**src/rtl/wb_ledstrip_pkg.sv**
```systemverilog
// Register map, frame FSM states and colour helpers
// shared by the LED strip controller files.
package wb_ledstrip_pkg;

  localparam logic [7:0] REG_CTRL   = 8'd0;
  localparam logic [7:0] REG_STATUS = 8'd1;
  localparam logic [7:0] REG_LEN    = 8'd2;
  localparam logic [7:0] REG_BRIGHT = 8'd3;

  localparam int CTRL_START = 0;
  localparam int CTRL_AUTO  = 1;
  localparam int STAT_BUSY  = 0;
  localparam int STAT_DONE  = 1;

  typedef enum logic [1:0] {
    S_IDLE,
    S_LOAD,
    S_SHIFT,
    S_LATCH
  } state_t;

  typedef struct packed {
    logic [7:0] g;
    logic [7:0] r;
    logic [7:0] b;
  } rgb_t;

  // (c*(k+1))>>8 keeps k=255 as identity and k=0 as black
  function automatic logic [7:0] scale8(
    input logic [7:0] c,
    input logic [7:0] k
  );
    logic [15:0] p;
    p = {8'd0, c} * ({8'd0, k} + 16'd1);
    return 8'(p >> 8);
  endfunction

  function automatic rgb_t scale_rgb(
    input rgb_t       c,
    input logic [7:0] k
  );
    rgb_t o;
    o.g = scale8(c.g, k);
    o.r = scale8(c.r, k);
    o.b = scale8(c.b, k);
    return o;
  endfunction

endpackage

```
**src/rtl/wb_ledstrip_if.sv**
```systemverilog
// Wishbone slave bundle for the LED strip controller.
// Signal names follow the slave's view of the bus.
interface wb_ledstrip_if;
  logic        wb_stb_i;
  logic        wb_cyc_i;
  logic        wb_we_i;
  logic [31:0] wb_adr_i;
  logic [3:0]  wb_sel_i;
  logic [31:0] wb_dat_i;
  logic [31:0] wb_dat_o;
  logic        wb_ack_o;

  modport master (
    output wb_stb_i, wb_cyc_i, wb_we_i,
    output wb_adr_i, wb_sel_i, wb_dat_i,
    input  wb_dat_o, wb_ack_o
  );

  modport slave (
    input  wb_stb_i, wb_cyc_i, wb_we_i,
    input  wb_adr_i, wb_sel_i, wb_dat_i,
    output wb_dat_o, wb_ack_o
  );
endinterface

```
**src/rtl/ws2812_bit_serializer.sv**
```systemverilog
// Shifts one 24-bit colour word out MSB first with
// WS2812 high/low bit timing.
module ws2812_bit_serializer #(
  parameter int T0H  = 20,
  parameter int T1H  = 40,
  parameter int TBIT = 63
) (
  input  logic        clk,
  input  logic        rst,
  input  logic        load,
  input  logic [23:0] word,
  output logic        ready,
  output logic        fin,
  output logic        led_out
);
  localparam int CW = $clog2(TBIT);

  logic          active;
  logic [23:0]   sh;
  logic [4:0]    bitn;
  logic [CW-1:0] cnt;
  logic [CW-1:0] cnt_nx;
  logic [CW-1:0] th;
  logic          bit_end;

  assign th      = sh[23] ? CW'(T1H) : CW'(T0H);
  assign cnt_nx  = cnt + CW'(1);
  assign bit_end = (cnt == CW'(TBIT - 1));
  assign ready   = ~active;
  assign fin     = active & bit_end & (bitn == 5'd23);

  always_ff @(posedge clk) begin
    if (!rst) begin
      active  <= 1'b0;
      sh      <= '0;
      bitn    <= '0;
      cnt     <= '0;
      led_out <= 1'b0;
    end else if (!active) begin
      if (load) begin
        active  <= 1'b1;
        sh      <= word;
        bitn    <= '0;
        cnt     <= '0;
        led_out <= 1'b1;
      end
    end else if (bit_end) begin
      cnt <= '0;
      if (bitn == 5'd23) begin
        active  <= 1'b0;
        led_out <= 1'b0;
      end else begin
        bitn    <= bitn + 5'd1;
        sh      <= {sh[22:0], 1'b0};
        led_out <= 1'b1;
      end
    end else begin
      cnt     <= cnt_nx;
      led_out <= (cnt_nx < th);
    end
  end

endmodule

```
**src/rtl/wb_ledstrip_ctrl.sv**
```systemverilog
// Wishbone LED strip controller: register file, frame
// buffer, brightness scaling and frame sequencing.
module wb_ledstrip_ctrl
  import wb_ledstrip_pkg::*;
#(
  parameter int NUM_LEDS = 64,
  parameter int T0H      = 20,
  parameter int T1H      = 40,
  parameter int TBIT     = 63,
  parameter int TRESET   = 2500
) (
  input  logic         clk,
  input  logic         rst,
  wb_ledstrip_if.slave wb,
  output logic         led_out,
  output logic         busy,
  output logic         done
);
  localparam int AW = (NUM_LEDS > 1) ? $clog2(NUM_LEDS) : 1;
  localparam int CW = $clog2(TRESET + 1);
  localparam logic [8:0] NL = 9'(NUM_LEDS);

  state_t        state, nstate;
  logic          ack_q, start_q, auto_q, done_q;
  logic [8:0]    len_q, flen, len_eff;
  logic [7:0]    bright_q, fbright, idx, widx;
  logic [31:0]   dat_q, rdata;
  logic [CW-1:0] lcnt;
  logic [23:0]   mem [0:(1<<AW)-1];
  logic          req, wr, rd, is_buf, buf_ok, reg_wr;
  logic          frame_go, idx_inc, ser_load, set_done;
  logic          last_led, latch_end, ser_ready, ser_fin;
  rgb_t          pix, ser_word;
  logic          unused_bits;

  assign unused_bits = &{1'b0, wb.wb_sel_i,
                         wb.wb_adr_i[31:11], wb.wb_adr_i[1:0],
                         wb.wb_dat_i[31:24]};

  assign req    = wb.wb_stb_i & wb.wb_cyc_i & ~ack_q;
  assign wr     = req & wb.wb_we_i;
  assign rd     = req & ~wb.wb_we_i;
  assign widx   = wb.wb_adr_i[9:2];
  assign is_buf = wb.wb_adr_i[10];
  assign buf_ok = ({1'b0, widx} < NL);
  assign reg_wr = wr & ~is_buf;

  assign wb.wb_ack_o = wb.wb_stb_i & wb.wb_cyc_i & ack_q;
  assign wb.wb_dat_o = dat_q;

  assign len_eff = (len_q > NL) ? NL : len_q;
  assign busy    = (state != S_IDLE);
  assign done    = done_q;

  always_comb begin
    rdata = '0;
    if (is_buf) begin
      if (buf_ok) rdata = {8'd0, mem[widx[AW-1:0]]};
    end else begin
      unique case (1'b1)
        widx == REG_CTRL:   rdata[CTRL_AUTO] = auto_q;
        widx == REG_STATUS: begin
          rdata[STAT_BUSY] = busy;
          rdata[STAT_DONE] = done_q;
        end
        widx == REG_LEN:    rdata[8:0] = len_q;
        widx == REG_BRIGHT: rdata[7:0] = bright_q;
        default: ;
      endcase
    end
  end

  always_ff @(posedge clk) begin
    if (!rst) begin
      ack_q    <= 1'b0;
      dat_q    <= '0;
      start_q  <= 1'b0;
      auto_q   <= 1'b0;
      len_q    <= NL;
      bright_q <= 8'hFF;
      done_q   <= 1'b0;
    end else begin
      ack_q   <= req;
      start_q <= reg_wr & (widx == REG_CTRL)
               & wb.wb_dat_i[CTRL_START];
      if (rd) dat_q <= rdata;
      if (reg_wr & (widx == REG_CTRL))
        auto_q <= wb.wb_dat_i[CTRL_AUTO];
      if (reg_wr & (widx == REG_LEN))
        len_q <= wb.wb_dat_i[8:0];
      if (reg_wr & (widx == REG_BRIGHT))
        bright_q <= wb.wb_dat_i[7:0];
      if (set_done)
        done_q <= 1'b1;
      else if (reg_wr & (widx == REG_STATUS)
               & wb.wb_dat_i[STAT_DONE])
        done_q <= 1'b0;
    end
  end

  // Asynchronous read port: a same-edge CPU write still hands the old word to the serializer
  always_ff @(posedge clk) begin
    if (wr & is_buf & buf_ok)
      mem[widx[AW-1:0]] <= wb.wb_dat_i[23:0];
  end

  assign pix       = mem[idx[AW-1:0]];
  assign ser_word  = scale_rgb(pix, fbright);
  assign last_led  = (({1'b0, idx} + 9'd1) == flen);
  assign latch_end = (lcnt == CW'(TRESET - 1));

  always_ff @(posedge clk) begin
    if (!rst) state <= S_IDLE;
    else      state <= nstate;
  end

  always_comb begin
    nstate   = state;
    frame_go = 1'b0;
    idx_inc  = 1'b0;
    ser_load = 1'b0;
    set_done = 1'b0;
    unique case (state)
      S_IDLE: if (start_q) begin
        frame_go = 1'b1;
        nstate   = (len_eff == 9'd0) ? S_LATCH : S_LOAD;
      end
      S_LOAD: if (ser_ready) begin
        ser_load = 1'b1;
        nstate   = S_SHIFT;
      end
      S_SHIFT: if (ser_fin) begin
        if (last_led) begin
          nstate = S_LATCH;
        end else begin
          idx_inc = 1'b1;
          nstate  = S_LOAD;
        end
      end
      S_LATCH: if (latch_end) begin
        if (auto_q) begin
          frame_go = 1'b1;
          nstate   = (len_eff == 9'd0) ? S_LATCH : S_LOAD;
        end else begin
          set_done = 1'b1;
          nstate   = S_IDLE;
        end
      end
      default: nstate = S_IDLE;
    endcase
  end

  always_ff @(posedge clk) begin
    if (!rst) begin
      idx     <= '0;
      flen    <= '0;
      fbright <= '0;
      lcnt    <= '0;
    end else begin
      if (frame_go) begin
        idx     <= '0;
        flen    <= len_eff;
        fbright <= bright_q;
      end else if (idx_inc) begin
        idx <= idx + 8'd1;
      end
      if ((state != S_LATCH) || latch_end) lcnt <= '0;
      else                                 lcnt <= lcnt + CW'(1);
    end
  end

  ws2812_bit_serializer #(
    .T0H  (T0H),
    .T1H  (T1H),
    .TBIT (TBIT)
  ) u_ser (
    .clk     (clk),
    .rst     (rst),
    .load    (ser_load),
    .word    (ser_word),
    .ready   (ser_ready),
    .fin     (ser_fin),
    .led_out (led_out)
  );

endmodule

```
**src/flat_wrapper.sv**
```systemverilog
// flat-port wrapper written by rule: the top's interface ports become plain ports
module wb_ledstrip_ctrl_flat import wb_ledstrip_pkg::*;
#(
  parameter int NUM_LEDS = 64,
  parameter int T0H      = 20,
  parameter int T1H      = 40,
  parameter int TBIT     = 63,
  parameter int TRESET   = 2500
)
  (clk, rst, led_out, busy, done, wb_wb_stb_i, wb_wb_cyc_i, wb_wb_we_i, wb_wb_adr_i, wb_wb_sel_i, wb_wb_dat_i, wb_wb_dat_o, wb_wb_ack_o);
  wb_ledstrip_if wb_i ();
  input  logic clk;
  input  logic rst;
  output logic led_out;
  output logic busy;
  output logic done;
  input wire logic [$bits(wb_i.wb_stb_i)-1:0] wb_wb_stb_i;
  input wire logic [$bits(wb_i.wb_cyc_i)-1:0] wb_wb_cyc_i;
  input wire logic [$bits(wb_i.wb_we_i)-1:0] wb_wb_we_i;
  input wire logic [$bits(wb_i.wb_adr_i)-1:0] wb_wb_adr_i;
  input wire logic [$bits(wb_i.wb_sel_i)-1:0] wb_wb_sel_i;
  input wire logic [$bits(wb_i.wb_dat_i)-1:0] wb_wb_dat_i;
  output wire logic [$bits(wb_i.wb_dat_o)-1:0] wb_wb_dat_o;
  output wire logic [$bits(wb_i.wb_ack_o)-1:0] wb_wb_ack_o;
  assign wb_i.wb_stb_i = wb_wb_stb_i;
  assign wb_i.wb_cyc_i = wb_wb_cyc_i;
  assign wb_i.wb_we_i = wb_wb_we_i;
  assign wb_i.wb_adr_i = wb_wb_adr_i;
  assign wb_i.wb_sel_i = wb_wb_sel_i;
  assign wb_i.wb_dat_i = wb_wb_dat_i;
  assign wb_wb_dat_o = wb_i.wb_dat_o;
  assign wb_wb_ack_o = wb_i.wb_ack_o;
  wb_ledstrip_ctrl #(.NUM_LEDS(NUM_LEDS), .T0H(T0H), .T1H(T1H), .TBIT(TBIT), .TRESET(TRESET)) u_core (.clk(clk), .rst(rst), .wb(wb_i), .led_out(led_out), .busy(busy), .done(done));
endmodule
```
**config.mk**
```make
export PLATFORM = sky130hd
export DESIGN_NAME = wb_ledstrip_ctrl_flat
export DESIGN_NICKNAME = d
export VERILOG_FILES = /design/src/rtl/wb_ledstrip_pkg.sv /design/src/rtl/wb_ledstrip_if.sv /design/src/rtl/ws2812_bit_serializer.sv /design/src/rtl/wb_ledstrip_ctrl.sv /design/src/flat_wrapper.sv
export SDC_FILE = /design/constraint.sdc
export NUM_CORES = 2
export LEC_CHECK = 0
export BUFFER_PORTS_ARGS = -buffer_cell sky130_fd_sc_hd__buf_2
export CAP_MARGIN = 30
export CORE_ASPECT_RATIO = 1.5
export CORE_MARGIN = 2
export CORE_UTILIZATION = 33
export CTS_CLUSTER_DIAMETER = 50
export CTS_CLUSTER_SIZE = 30
export DETAILED_ROUTE_END_ITERATION = 10
export PLACE_DENSITY = 0.48
export SLEW_MARGIN = 0
export SYNTH_ARGS = -nofsm -noshare
export SYNTH_HDL_FRONTEND = slang
export SYNTH_SLANG_ARGS = --single-unit
```
**constraint.sdc**
```tcl
create_clock -name clk -period 6.4 [get_ports clk]
set_clock_uncertainty 0.1 [all_clocks]
set_input_delay 1.28 -clock clk [delete_from_list [all_inputs] [get_ports clk]]
set_output_delay 1.28 -clock clk [all_outputs]
set_load 0.005 [all_outputs]
```
==> flow_summary.yaml <==
outcome:
  status: "finished with violations"
  failed_checks: "negative setup slack"
sta:
  maxSlewHeadroom: 0.285
  period_needed_ns: 6.68
  setup-violations-final: 16
  setup_tns_ns: -3.23
  fmax_mhz: 150
  rsz0062_at_grt: "true"
  hold_slack_ns: 0.369
  setup_ws_ns: -0.279
  hold_viol_final: 0
  drv_slew: 0
  finalCritPeriodShare: 1.04
  tightestPinTransition_ns: 1.07
clock_tree:
  htreeDepth: 4
  postCtsHoldBufs: 0
  clk_path_buf_depth: 4
  clockRootBuffer: "clkbuf_16"
  cts.clk_slew.worst_paths_ns: 0.07
  clk_latency_ns: 0.83
  clock-sinks: 1663
  cts_tree: "yes"
  cts_inserted_buffers: 138
yosys:
  synth_area_mm2: 0.0830
  ys_async_sr_fraction: 0
  synth-main-ff-cell: "edfxtp_1"
  muxShareOfSynthArea: 0.268
  ys_seq_area_frac: 0.587
  synth_edf_count: 1536
  synth-simple-area-share: 0.0425
  synthXorXnorAreaFrac: 0.00673
  yosys.area_share.adder: 0.0456
  synth_compound_area_frac: 0.0231
  synth.distinct_cells: 85
  syn-mean-instance-area_um2: 18.4
  ys_ff_latch: 1663
  syn_inst: 4511
  ys_warn_count: 0
  synth_top_family_by_area: "multiplexers"
final_layout:
  seqCellArea_mm2: 0.0487
  drive_above_1_share: 0.406
  multiInputGateArea_mm2: 0.0333
  final_nets: 5246
  syn2layout_area_growth_pct: 17.5
  nFillCells: 22627
placed_design:
  io_buffers: 65
  gp_congestion: 0.839
  hpwl_um: 184000
critical_path:
  cp.arrival_ns: 7.27
  worstRegToRegCells: 24
  worst-path-max-fanout: 6
  critPathCaptureType: "flop"
  crit_type: "reg -> reg"
  start_kind: "flop"
  critPathRequiredTime_ns: 6.99
hold_path:
  hold_depth: 1
  hp-class: "reg -> reg"
global_routing:
  antenna_found_initial: 11
  grt_overflow: 0
  grt_pass1_vias: 49445
  grt_util_all_layers: 0.217
  grt_max_degree: 71
  grt_pass1_wl_um: 388000
drt:
  wl_per_cell_um: 33.6
  drtIter0Drc: 4653
  ant_nets: 0
  routed_wl_um: 280000
  drc_errors: 0
  via_count: 47525
  firstDrtPassIters: 5
  via_per_inst: 5.70
floorplanning:
  num_rows: 225
  die_area_mm2: 0.255
  core_mm2: 0.250
  die_h_um: 618
  ioPinCount: 109
  start_util: 0.331
  die_w_um: 413
run:
  cap_violations: 0
pwr:
  irDropWorstVdd_uv: 224
  cellLeakagePower_uw: 0.0317
  cellPowerDensity_mw_per_mm2: 227
==> timing repair <==
action                                  4_1_cts  5_1_grt
pin swaps                                    10       66
endpoints found under the setup margin       24       24
hold endpoints to repair                      0        0
cloned                                        5        6
resized for setup                            64      140
buffers inserted                             18       44
==> placed cells by master (no fill, tap or decap), types with 53 or more instances in the layout <==
cell / count
a21oi_1: 53
buf_12: 92
buf_2: 62
buf_4: 364
clkbuf_16: 147
dfxtp_1: 122
edfxtp_1: 1536
fa_1: 116
ha_1: 95
inv_1: 165
mux2i_1: 53
mux4_2: 957
nand2_1: 127
nand3_1: 70
nor2_1: 274
nor2_4: 72
==> final timing paths <==
| path | startpoint | to | slack [ns] |
|---|---|---|---|
| max reg2reg | flop | u_core.u_ser.sh[6]$_SDFFE_PN0P_ | -0.28 |
| min | u_core.lcnt[0]$_SDFF_PP0_ | u_core.lcnt[0]$_SDFF_PP0_ | 0.37 |
| min reg2reg | u_core.lcnt[0]$_SDFF_PP0_ | u_core.lcnt[0]$_SDFF_PP0_ | 0.37 |
| max | flop | u_core.u_ser.sh[6]$_SDFFE_PN0P_ | -0.28 |
==> critical path: stages, from the launching register on <==
cell,delay [ns]
dfxtp_4,0.39
buf_12,0.17
buf_16,0.17
buf_16,0.15
buf_8,0.13
mux4_2,0.51
mux4_2,0.65
mux2i_4,0.23
mux2_4,0.21
buf_6,0.10
buf_6,0.09
nor2_1,0.05
fa_1,0.56
fa_1,0.43
fa_1,0.50
inv_1,0.05
fa_1,0.49
inv_2,0.05
ha_4,0.26
nand4_1,0.15
a2111oi_4,0.41
buf_4,0.20
o211ai_4,0.10
and3_4,0.16
o32ai_2,0.22
==> final cells by class <==
| class | count | share of cell area |
|---|---|---|
| Clock buffer | 149 | 0.0366 |
| Tap cell | 3291 | 0.0422 |
| Sequential cell | 1663 | 0.499 |
| Inverter | 186 | 0.00721 |
| Timing Repair Buffer | 592 | 0.0632 |
| Antenna cell | 2 | 0.0000513 |
| Clock inverter | 89 | 0.0100 |
| Multi-Input combinational cell | 2362 | 0.341 |
==> routing by layer <==
metal,wire length (um),part of all wire,GRT usage,vias up
met5,22,0.000079,0,-
met4,9940,0.036,0.0681,4
met3,14000,0.050,0.0257,396
met2,149000,0.53,0.394,1482
met1,107000,0.38,0.268,26250
li1,-,-,-,19393
==> cells by family after synthesis <==
| family | Yosys count |
|---|---|
| other cells | 1 |
| simple gates | 767 |
| mux | 1022 |
| compound gates | 273 |
| xor+xnor | 62 |
| flops | 1663 |
| buf+inv | 493 |
| fa+ha+maj | 230 |
==> synthesized netlist by cell type (4+ instances only) <==
master,number,area share
a211oi_1,16,0.0014
a21boi_0,5,0.00045
a21o_1,14,0.0013
a21oi_1,60,0.0036
a221oi_1,16,0.0017
a22o_1,12,0.0013
a22oi_1,37,0.0033
a31oi_1,7,0.00053
and2_1,16,0.0012
and3_1,13,0.00098
buf_1,51,0.0023
buf_2,43,0.0026
buf_4,40,0.0036
buf_6,17,0.0023
clkbuf_1,152,0.0069
dfxtp_1,127,0.031
edfxtp_1,1536,0.56
fa_1,120,0.029
ha_1,110,0.017
inv_1,185,0.0084
mux2_2,7,0.00095
mux2i_1,54,0.0065
mux4_2,957,0.26
nand2_1,135,0.0061
nand2b_1,25,0.0019
nand3_1,73,0.0044
nand3b_1,5,0.00045
nand4_1,10,0.00075
nor2_1,353,0.016
nor2b_1,28,0.0021
nor3_1,18,0.0011
nor3b_1,4,0.00036
nor4_1,5,0.00038
o21ai_0,38,0.0023
o21ai_2,12,0.0013
o22ai_1,11,0.00083
o31ai_1,8,0.00072
or2_2,49,0.0037
or3_1,14,0.0011
xnor2_1,37,0.0039
xor2_1,23,0.0024
==> stage by stage <==
stage               area, um^2  setup slack, ns  power (uW)  cells  utilization
CTS                      96300           -0.378       22400   8280        0.385
global placement         90800           -0.787       13500   8003        0.363
finish                   97500           -0.279       22200   8334        0.390
floorplan                83300           -0.165       12900   4518            -
detailed placement       91100           -0.771       13500   8019        0.364
global route             97500           -0.511       22800   8333        0.390
==> state kept, by name, indices dropped and copies added (netlist names), 5 cells and up, named ones only <==
name,cells
u_core.len_q,9
u_core.u_ser.sh,24
u_core.flen,9
u_core.idx,8
u_core.u_ser.bitn,5
u_core.bright_q,8
u_core.fbright,8
u_core.wb.wb_dat_o,24
u_core.u_ser.cnt,6
u_core.mem,1536
u_core.lcnt,12
==> report_power, final <==
group | switching [uW] | internal [uW]
logic | 875 | 524
registers | 25.2 | 11900
clock network | 4380 | 4500
total | 5280 | 16900
No activity file was read; power rests on OpenSTA's default activity.
